**config.mk**
```make
export PLATFORM = sky130hd
export DESIGN_NAME = instruction_scheduler
export DESIGN_NICKNAME = d
export VERILOG_FILES = /design/src/rtl/gpu_pkg.sv /design/src/rtl/instruction_fifo.sv /design/src/rtl/instruction_scheduler.sv
export SDC_FILE = /design/constraint.sdc
export NUM_CORES = 1
export LEC_CHECK = 0
export ABC_AREA = 1
export CORE_UTILIZATION = 45
export CTS_BUF_LIST = sky130_fd_sc_hd__clkbuf_8
export DETAILED_ROUTE_END_ITERATION = 6
export GPL_TIMING_DRIVEN = 0
export SLEW_MARGIN = 10
export SYNTH_ARGS = -nofsm -noshare
export SYNTH_HDL_FRONTEND = slang
export SYNTH_SLANG_ARGS = --single-unit
```
**constraint.sdc**
```tcl
create_clock -name i_clk -period 3.6 [get_ports i_clk]
set_clock_uncertainty 0.1 [all_clocks]
set_input_delay 0.54 -clock i_clk [delete_from_list [all_inputs] [get_ports i_clk]]
set_output_delay 0.54 -clock i_clk [all_outputs]
set_load 0.01 [all_outputs]
```
**src/rtl/gpu_pkg.sv**
```systemverilog
// Shared vga_gpu definitions: instruction width, class bit,
// display geometry defaults, scheduler FSM encoding, window decode.
package gpu_pkg;

  localparam int INSTR_W       = 32;
  localparam int CLASS_BIT     = 31;
  localparam int PIX_W         = 10;
  localparam int H_VISIBLE_DEF = 640;
  localparam int V_VISIBLE_DEF = 480;

  typedef enum logic [1:0] {
    S_IDLE,
    S_WAIT,
    S_ISSUE,
    S_GAP
  } sched_state_e;

  // FRAME class needs vblank; LINE class takes either blank.
  function automatic logic window_open(
    input logic             frame,
    input logic [PIX_W-1:0] x,
    input logic [PIX_W-1:0] y,
    input logic [PIX_W-1:0] hv,
    input logic [PIX_W-1:0] vv
  );
    logic hb;
    logic vb;
    hb = (x >= hv);
    vb = (y >= vv);
    return frame ? vb : (hb | vb);
  endfunction

endpackage

```
**src/rtl/instruction_fifo.sv**
```systemverilog
// DEPTH x INSTR_W queue with push/pop/flush; head is read
// combinationally. Ports: push/data in, pop, flush, head, empty/full, busy (registered), count.
module instruction_fifo
  import gpu_pkg::*;
#(
  parameter int DEPTH = 8,
  parameter int AW    = $clog2(DEPTH),
  parameter int CW    = $clog2(DEPTH) + 1
) (
  input  logic               clk_i,
  input  logic               rst_n_i,
  input  logic               push_i,
  input  logic [INSTR_W-1:0] data_i,
  input  logic               pop_i,
  input  logic               flush_i,
  output logic [INSTR_W-1:0] head_o,
  output logic               empty_o,
  output logic               full_o,
  output logic               busy_o,
  output logic [CW-1:0]      count_o
);

  logic [INSTR_W-1:0] mem_q [DEPTH];
  logic [AW-1:0]      wr_q, wr_d;
  logic [AW-1:0]      rd_q, rd_d;
  logic [CW-1:0]      cnt_q, cnt_d;
  logic               busy_q;
  logic               do_push;
  logic               do_pop;

  assign empty_o = (cnt_q == '0);
  assign full_o  = (cnt_q == CW'(DEPTH));
  assign head_o  = mem_q[rd_q];
  assign busy_o  = busy_q;
  assign count_o = cnt_q;

  // A pop frees a slot before the push lands.
  assign do_pop  = pop_i && !empty_o && !flush_i;
  assign do_push = push_i && !flush_i && (!full_o || do_pop);

  always_comb begin
    wr_d  = wr_q;
    rd_d  = rd_q;
    cnt_d = cnt_q;
    if (flush_i) begin
      wr_d  = '0;
      rd_d  = '0;
      cnt_d = '0;
    end else begin
      if (do_push) wr_d = wr_q + AW'(1);
      if (do_pop)  rd_d = rd_q + AW'(1);
      unique case ({do_push, do_pop})
        2'b10:   cnt_d = cnt_q + CW'(1);
        2'b01:   cnt_d = cnt_q - CW'(1);
        default: cnt_d = cnt_q;
      endcase
    end
  end

  always_ff @(posedge clk_i or negedge rst_n_i) begin
    if (!rst_n_i) begin
      wr_q   <= '0;
      rd_q   <= '0;
      cnt_q  <= '0;
      busy_q <= 1'b0;
    end else begin
      wr_q   <= wr_d;
      rd_q   <= rd_d;
      cnt_q  <= cnt_d;
      busy_q <= (cnt_d == CW'(DEPTH));
    end
  end

  always_ff @(posedge clk_i) begin
    if (do_push) mem_q[wr_q] <= data_i;
  end

endmodule

```
**src/rtl/instruction_scheduler.sv**
```systemverilog
// Queues decoded instructions and issues them in order inside blanking windows,
// spaced by a gap. Ports: decoder push/busy, flush, beam x/y, issue strobe/data, level, overflow.
module instruction_scheduler
  import gpu_pkg::*;
#(
  parameter int DEPTH     = 8,
  parameter int H_VISIBLE = H_VISIBLE_DEF,
  parameter int V_VISIBLE = V_VISIBLE_DEF,
  parameter int ISSUE_GAP = 4
) (
  input  logic               i_clk,
  input  logic               i_rst_n,
  input  logic [INSTR_W-1:0] i_instruction,
  input  logic               i_instruction_ready,
  output logic               o_busy,
  input  logic               i_flush,
  input  logic [PIX_W-1:0]   i_pixel_x,
  input  logic [PIX_W-1:0]   i_pixel_y,
  output logic [INSTR_W-1:0] o_instruction,
  output logic               o_instruction_ready,
  output logic [3:0]         o_level,
  output logic               o_overflow
);

  localparam int CW = $clog2(DEPTH) + 1;
  localparam int GW = $clog2(ISSUE_GAP + 1);

  sched_state_e       state_q, state_d;
  logic [GW-1:0]      gap_q, gap_d;
  logic [INSTR_W-1:0] instr_q;
  logic               stb_q;
  logic               ovf_q;
  logic               pop;
  logic               win;
  logic [INSTR_W-1:0] head;
  logic               empty;
  logic               full;
  logic [CW-1:0]      count;

  instruction_fifo #(
    .DEPTH(DEPTH)
  ) u_fifo (
    .clk_i   (i_clk),
    .rst_n_i (i_rst_n),
    .push_i  (i_instruction_ready),
    .data_i  (i_instruction),
    .pop_i   (pop),
    .flush_i (i_flush),
    .head_o  (head),
    .empty_o (empty),
    .full_o  (full),
    .busy_o  (o_busy),
    .count_o (count)
  );

  assign win = window_open(head[CLASS_BIT], i_pixel_x, i_pixel_y,
                           PIX_W'(H_VISIBLE), PIX_W'(V_VISIBLE));

  // Pop happens on the WAIT->ISSUE edge, so the strobe and
  // the lower level appear together during ISSUE.
  always_comb begin
    state_d = state_q;
    gap_d   = gap_q;
    pop     = 1'b0;
    unique case (state_q)
      S_IDLE: begin
        if (!i_flush && !empty) state_d = S_WAIT;
      end
      S_WAIT: begin
        if (i_flush || empty) begin
          state_d = S_IDLE;
        end else if (win) begin
          state_d = S_ISSUE;
          pop     = 1'b1;
        end
      end
      S_ISSUE: begin
        state_d = S_GAP;
        gap_d   = GW'(ISSUE_GAP - 1);
      end
      S_GAP: begin
        if (i_flush) begin
          state_d = S_IDLE;
          gap_d   = '0;
        end else if (gap_q <= GW'(1)) begin
          gap_d   = '0;
          state_d = empty ? S_IDLE : S_WAIT;
        end else begin
          gap_d = gap_q - GW'(1);
        end
      end
      default: state_d = S_IDLE;
    endcase
  end

  always_ff @(posedge i_clk or negedge i_rst_n) begin
    if (!i_rst_n) begin
      state_q <= S_IDLE;
      gap_q   <= '0;
      instr_q <= '0;
      stb_q   <= 1'b0;
      ovf_q   <= 1'b0;
    end else begin
      state_q <= state_d;
      gap_q   <= gap_d;
      stb_q   <= pop;
      if (pop) instr_q <= head;
      if (i_instruction_ready && full && !pop && !i_flush)
        ovf_q <= 1'b1;
    end
  end

  assign o_instruction       = instr_q;
  assign o_instruction_ready = stb_q;
  assign o_level             = 4'(count);
  assign o_overflow          = ovf_q;

endmodule

```
# After elaboration in Yosys (flattened, before gate mapping)
# Memories as Yosys holds them, arrays and structs flattened.
# Index checks and enable logic that the tools add are counted.
# totals
regBits	50
ram_bits	256
inputBits	56
wordCells	71
mem_count	1
# classes
addsub	5
n_lt_le_gt_ge	3
n_eq_ne	10
muxes	22
bitwise_logic	1
reduce_logical	20
# memory_table
memory	depth	width	read_ports	rd_ports_with_merged_regs	write_ports	line	text
u_fifo.mem_q	8	32	1	0	1	instruction_fifo.sv:23	logic [INSTR_W-1:0] mem_q [DEPTH];
# ops
op	count
2-to-1 mux 3 bit	6
greater-or-equal comparator 10 bit (second input constant)	1
greater-or-equal comparator 10 x 9 -> 1 bit (second input constant)	1
2-to-1 mux 2 bit	5
equality test 4 bit (second input constant)	2
logical AND 1 bit	8
case mux 2 bit (4 select lines)	1
case mux 4 bit (2 select lines)	1
2-to-1 mux 1 bit	7
adder 3 x 1 -> 3 bit (second input constant)	2
equality test 2 bit (second input constant)	3
inequality test 3 bit (second input constant)	2
case mux 3 bit (2 select lines)	1
nonzero test 2 bit	3
adder 4 x 1 -> 4 bit (second input constant)	1
equality test 2 x 1 -> 1 bit (second input constant)	2
zero test 1 bit	4
zero test 4 bit	1
2-to-1 mux 4 bit	1
subtractor 4 x 1 -> 4 bit (second input constant)	1
<= comparator 3 x 1 -> 1 bit (second input constant)	1
AND reduction 3 bit	1
subtractor 3 x 1 -> 3 bit (second input constant)	1
zero test 2 bit	1
3 further kinds	4

# Logic depth before layout (Yosys ltp)
# Gate-level depths: netlist of run 1.
# logic_depth
word_depth	14
ltp_mapped	20
mapped_depth_nobuf	19

# Hierarchy
# A second synthesis of run 1 with hierarchy kept.
# unflattened
hier_cells	1022
hier_area_um2	12378.1
# modules_own_cells
mod	instances	cells_per_inst	area_each_um2	seq_area_each_um2
instruction_fifo	1	827	10667.7	7962.6
instruction_scheduler	1	195	1710.4	975.9

# Least setup slack after synthesis of run 1
# Ideal clock, no wire load.
# synth_timing
path_kind	input-to-reg
start	input port i_flush
end	memory u_fifo.mem_q[0][0], enable pin
setup_ns	0.421
arrival_time_ns	2.739
slack_ns	0.340
cell_stages	9
path_buffers	0
cell_sequence	inv_2 nand2_1 nor3_2 nand2_4 nand2_1 nand2_1 inv_2 nand2_1 nor2_1
# synth_between
elab_chain_cells	9
elab_cells_between_ends	11
# synth_lines
element	line	text
start: declaration	instruction_scheduler.sv:16	input logic i_flush,
logical OR 1 bit	instruction_scheduler.sv:70	if (i_flush || empty) begin
2-to-1 mux 1 bit	instruction_scheduler.sv:70	
2-to-1 mux 1 bit	instruction_scheduler.sv:65	unique case (state_q)
logical AND 1 bit (2 in a row)	instruction_fifo.sv:38	assign do_pop = pop_i && !empty_o && !flush_i;
logical OR 1 bit	instruction_fifo.sv:39	assign do_push = push_i && !flush_i && (!full_o || do_pop);
logical AND 1 bit *	instruction_fifo.sv:39	
2-to-1 mux 1 bit *	instruction_fifo.sv:75	if (do_push) mem_q[wr_q] <= data_i;
2-to-1 mux 1 bit (implied by the code) *	instruction_fifo.sv:75	
end: declaration	instruction_fifo.sv:23	
# Every way passes the cells marked *; elsewhere a longest branch is shown, timed or not.

# Worst setup path after layout of run 1
# layout_timing
start	register u_fifo.rd_q[0]
end	memory u_fifo.mem_q[0][12], enable pin
# layout_between
elab_chain_cells	11
# layout_lines
element	line	text
start: declaration	instruction_fifo.sv:25	logic [AW-1:0] rd_q, rd_d;
start signal: assignment	instruction_fifo.sv:68	rd_q <= rd_d;
memory (8 x 32 bit)	-	
2-to-1 mux 1 bit	gpu_pkg.sv:30	return frame ? vb : (hb | vb);
2-to-1 mux 1 bit	instruction_scheduler.sv:72	end else if (win) begin
2-to-1 mux 1 bit	instruction_scheduler.sv:70	
2-to-1 mux 1 bit	instruction_scheduler.sv:65	
logical AND 1 bit (2 in a row)	instruction_fifo.sv:38	
logical OR 1 bit	instruction_fifo.sv:39	
logical AND 1 bit	instruction_fifo.sv:39	
2-to-1 mux 1 bit	instruction_fifo.sv:75	
2-to-1 mux 1 bit (implied by the code)	instruction_fifo.sv:75	
# Every way passes these cells.

==> impl_metrics.yaml, run 1 <==
finish:
  finalNonFillerCells: 1456
  area_growth_pct: 19.9
  drive_gt1_share_pct: 9.46
  final_nets: 1147
  antenna_cells: 0
  final_common_cell: "edfxtp_1"
  final_area_um2: 14400
  final_util_pct: 55.0
  mostFrequentLayoutCells: "edfxtp_1, nor2_1, o21ai_0"
synth:
  synth_seq_cells: 306
  syn_nets: 1006
  syn_area_per_cell_um2: 12.7
  synth_edf_count: 256
  ys.flop_type: "edfxtp_1"
  ys_warn_count: 0
  synthArstFlopShare_pct: 16.3
  syn-instance-count: 943
  synth_cell_types: 32
  syn-cell-area_um2: 12000
  seq_area_frac_synth_pct: 74.5
timing:
  tightest_slew_ns: 0.829
  hold_viol: 0
  setup_viol: 0
  slew_viol_final: 0
  fmax_ghz: 0.324
  fin_crit_ns: 3.09
  layout_worst_path_cycle_share_pct: 85.8
  worst_hold_slack_ns: 0.387
  finalSetupTns_ns: 0
  slew_headroom_pct: 44.6
  rsz0062_at_grt: "no"
pwr:
  power_density_nw_per_um2: 610
  netSwitchingPower_w: 0.00249
  pwr-share-clk_pct: 30.6
  peakVddDrop_uv: 272
  leakagePower_nw: 5.20
  p_int_w: 0.00628
  swShare_pct: 28.4
  seqPwrFrac_pct: 49.1
  share_comb_of_total_power_pct: 20.3
route:
  wl_um: 29900
  ant_nets: 0
  viasPerCell: 5.42
  wl_per_cell_um: 20.5
  drc: 12
  dr.pass1.iters: 7
  dr_total_vias: 7892
  drtIter0Drc: 662
job:
  cap_violations: 0
global_route:
  grt_max_degree: 51
  use_met2_pct: 36.3
  grt_overflow: 0
  first_global_vias: 7751
  met1_usage_pct: 30.7
  antenna_found_initial: 0
  busiest_layer: "met2"
  track_usage_pct: 22.4
  grt_use_met3_pct: 4.30
  grt_pass1_wl_um: 44900
floorplanning:
  die_w_um: 165
  die_h_um: 165
  ios: 95
  start_util_pct: 45.9
  placementRows: 59
  core_um2: 26100
  die_area_um2: 27300
cts:
  cts-root-buf: "clkbuf_8"
  post_cts_buffers: 0
  cts_tree: "built"
  clk_pin_slew_ns: 0.06
  h-tree-depth: 2
  clk-insertion-delay-late_ns: 0.57
  cts_made_buffers: 48
  clock_path_buffers: 3
  cts_sinks: 306
worst_setup_path:
  endpoint_kind: "flip-flop"
  critPathRequiredTime_ns: 3.76
  cp_data_arrival_time_ns: 3.25
  crit_fanout: 19
  crit_type: "reg2reg"
  crit_path_start_kind: "flip-flop"
place:
  hpwl_um: 18400
  dp.cells: 1368
  place_area_um2: 13500
  io_buffers: 82
  gp_congestion: 0.796
worst_hold_path:
  hp-class: "reg2reg"
run_status:
  violations: "DRC"
  status: "finished with violations"
state kept, by name, indices dropped and copies added (netlist names), named ones only:
register and cells:
o_instruction_ready 1, o_instruction 32, gap_q 3, o_overflow 1
u_fifo.rd_q 3, u_fifo.busy_o 1, state_q 1, u_fifo.count_o 4
u_fifo.mem_q 256, u_fifo.wr_q 3
stage by stage:
stage	power, W	setup slack (ns)
finish	0.00877	0.511
detailed placement	0.00616	-0.0577
global route	0.00919	0.315
CTS	0.00881	0.491
floorplan	0.00528	0.340
global placement	0.00611	-1.81
worst paths after layout:
path / from / slack [ns] / endpoint / cells after the start
min in group asynchronous: i_rst_n / 0.50 / o_instruction[1]$_DFFE_PN0N_ / 2
max in group asynchronous: i_rst_n / 2.38 / u_fifo.wr_q[2]$_DFFE_PN0P_ / 2
hold / removal: o_overflow$_DFFE_PN0P_ / 0.39 / o_overflow$_DFFE_PN0P_ / 1
setup / recovery: u_fifo.rd_q[0]$_DFFE_PN0P_ / 0.51 / u_fifo.mem_q[0][12]$_DFFE_PP_ / 15
setup reg to reg: u_fifo.rd_q[0]$_DFFE_PN0P_ / 0.51 / u_fifo.mem_q[0][12]$_DFFE_PP_ / 15
hold reg to reg: o_overflow$_DFFE_PN0P_ / 0.39 / o_overflow$_DFFE_PN0P_ / 1
routing by layer:
layer	vias to the layer above	share of wire, %
li1	3702	-
met1	3875	44
met2	270	48
met3	45	5.8
met4	0	1.8
met5	-	0
repair_timing:
action / CTS / global route
gates resized for setup: 0 / 0
endpoints found under the hold margin: 41 / 0
hold buffers: 1 / 0
final cells by class:
type | count | area (µm²)
Sequential cell | 306 | 8940
Tap cell | 335 | 419
Inverter | 36 | 138
Buffer | 56 | 270
Clock buffer | 54 | 743
Clock inverter | 33 | 134
Fill cell | 2235 | 11800
Timing Repair Buffer | 91 | 1030
Multi-Input combinational cell | 545 | 2710
cell usage after synthesis (6+ instances only):
master	n	area, µm²
o21ai_0	131	656
a31oi_1	31	194
o22ai_1	62	388
clkbuf_1	38	143
a21oi_1	6	30.0
nand3_1	22	110
nand2_1	94	353
nor2_1	172	646
buf_6	6	67.6
buf_2	12	60.1
ha_1	6	75.1
dfrtp_1	50	1250
inv_1	30	113
edfxtp_1	256	7690
critical path, cell delays in order, from the launching register on:
cell     delay [ns]
dfrtp_1        0.44
inv_2          0.11
buf_6          0.15
nand2_1        0.06
nand3_1        0.08
nand3_2        0.08
nand2_2        0.08
nand2_2        0.07
nand2_4        0.08
nand2_4        0.06
nand2_1        0.10
nand2_1        0.08
inv_2          0.08
nand2_1        0.24
nor2_4         0.72
buf_16         0.24
kinds of logic after synthesis:
| family | count (synthesis) | share of synthesized area (%) |
|---|---|---|
| XOR/XNOR | 2 | 0.146 |
| adder cells (fa/ha/maj) | 7 | 0.793 |
| flip-flops | 306 | 74.5 |
| AO/OA/AOI/OAI | 238 | 11.2 |
| AND/OR/NAND/NOR | 298 | 9.95 |
| buffers and inverters | 92 | 3.40 |
power by group through the flow:
stage	logic, W	registers, W	clock network (W)
detailed placement	0.00177	0.00438	0
finish	0.00178	0.00431	0.00268
global placement	0.00172	0.00438	0
global route	0.00197	0.00434	0.00287
CTS	0.00178	0.00431	0.00272
floorplan	0.000845	0.00443	0
Note: power is estimated with default switching activity, not from simulation.
==> inputs of run 2 (changes only) <==
--- a/config.mk
+++ b/config.mk
@@ -8,6 +8,7 @@
 export ABC_AREA = 1
 export CORE_UTILIZATION = 45
 export CTS_BUF_LIST = sky130_fd_sc_hd__clkbuf_8
+export CTS_CLUSTER_SIZE = 16
 export DETAILED_ROUTE_END_ITERATION = 6
 export GPL_TIMING_DRIVEN = 0
 export SLEW_MARGIN = 10
==> results of run 2 <==
No change in the layout: final DEF, timing and power equal those of run 1.
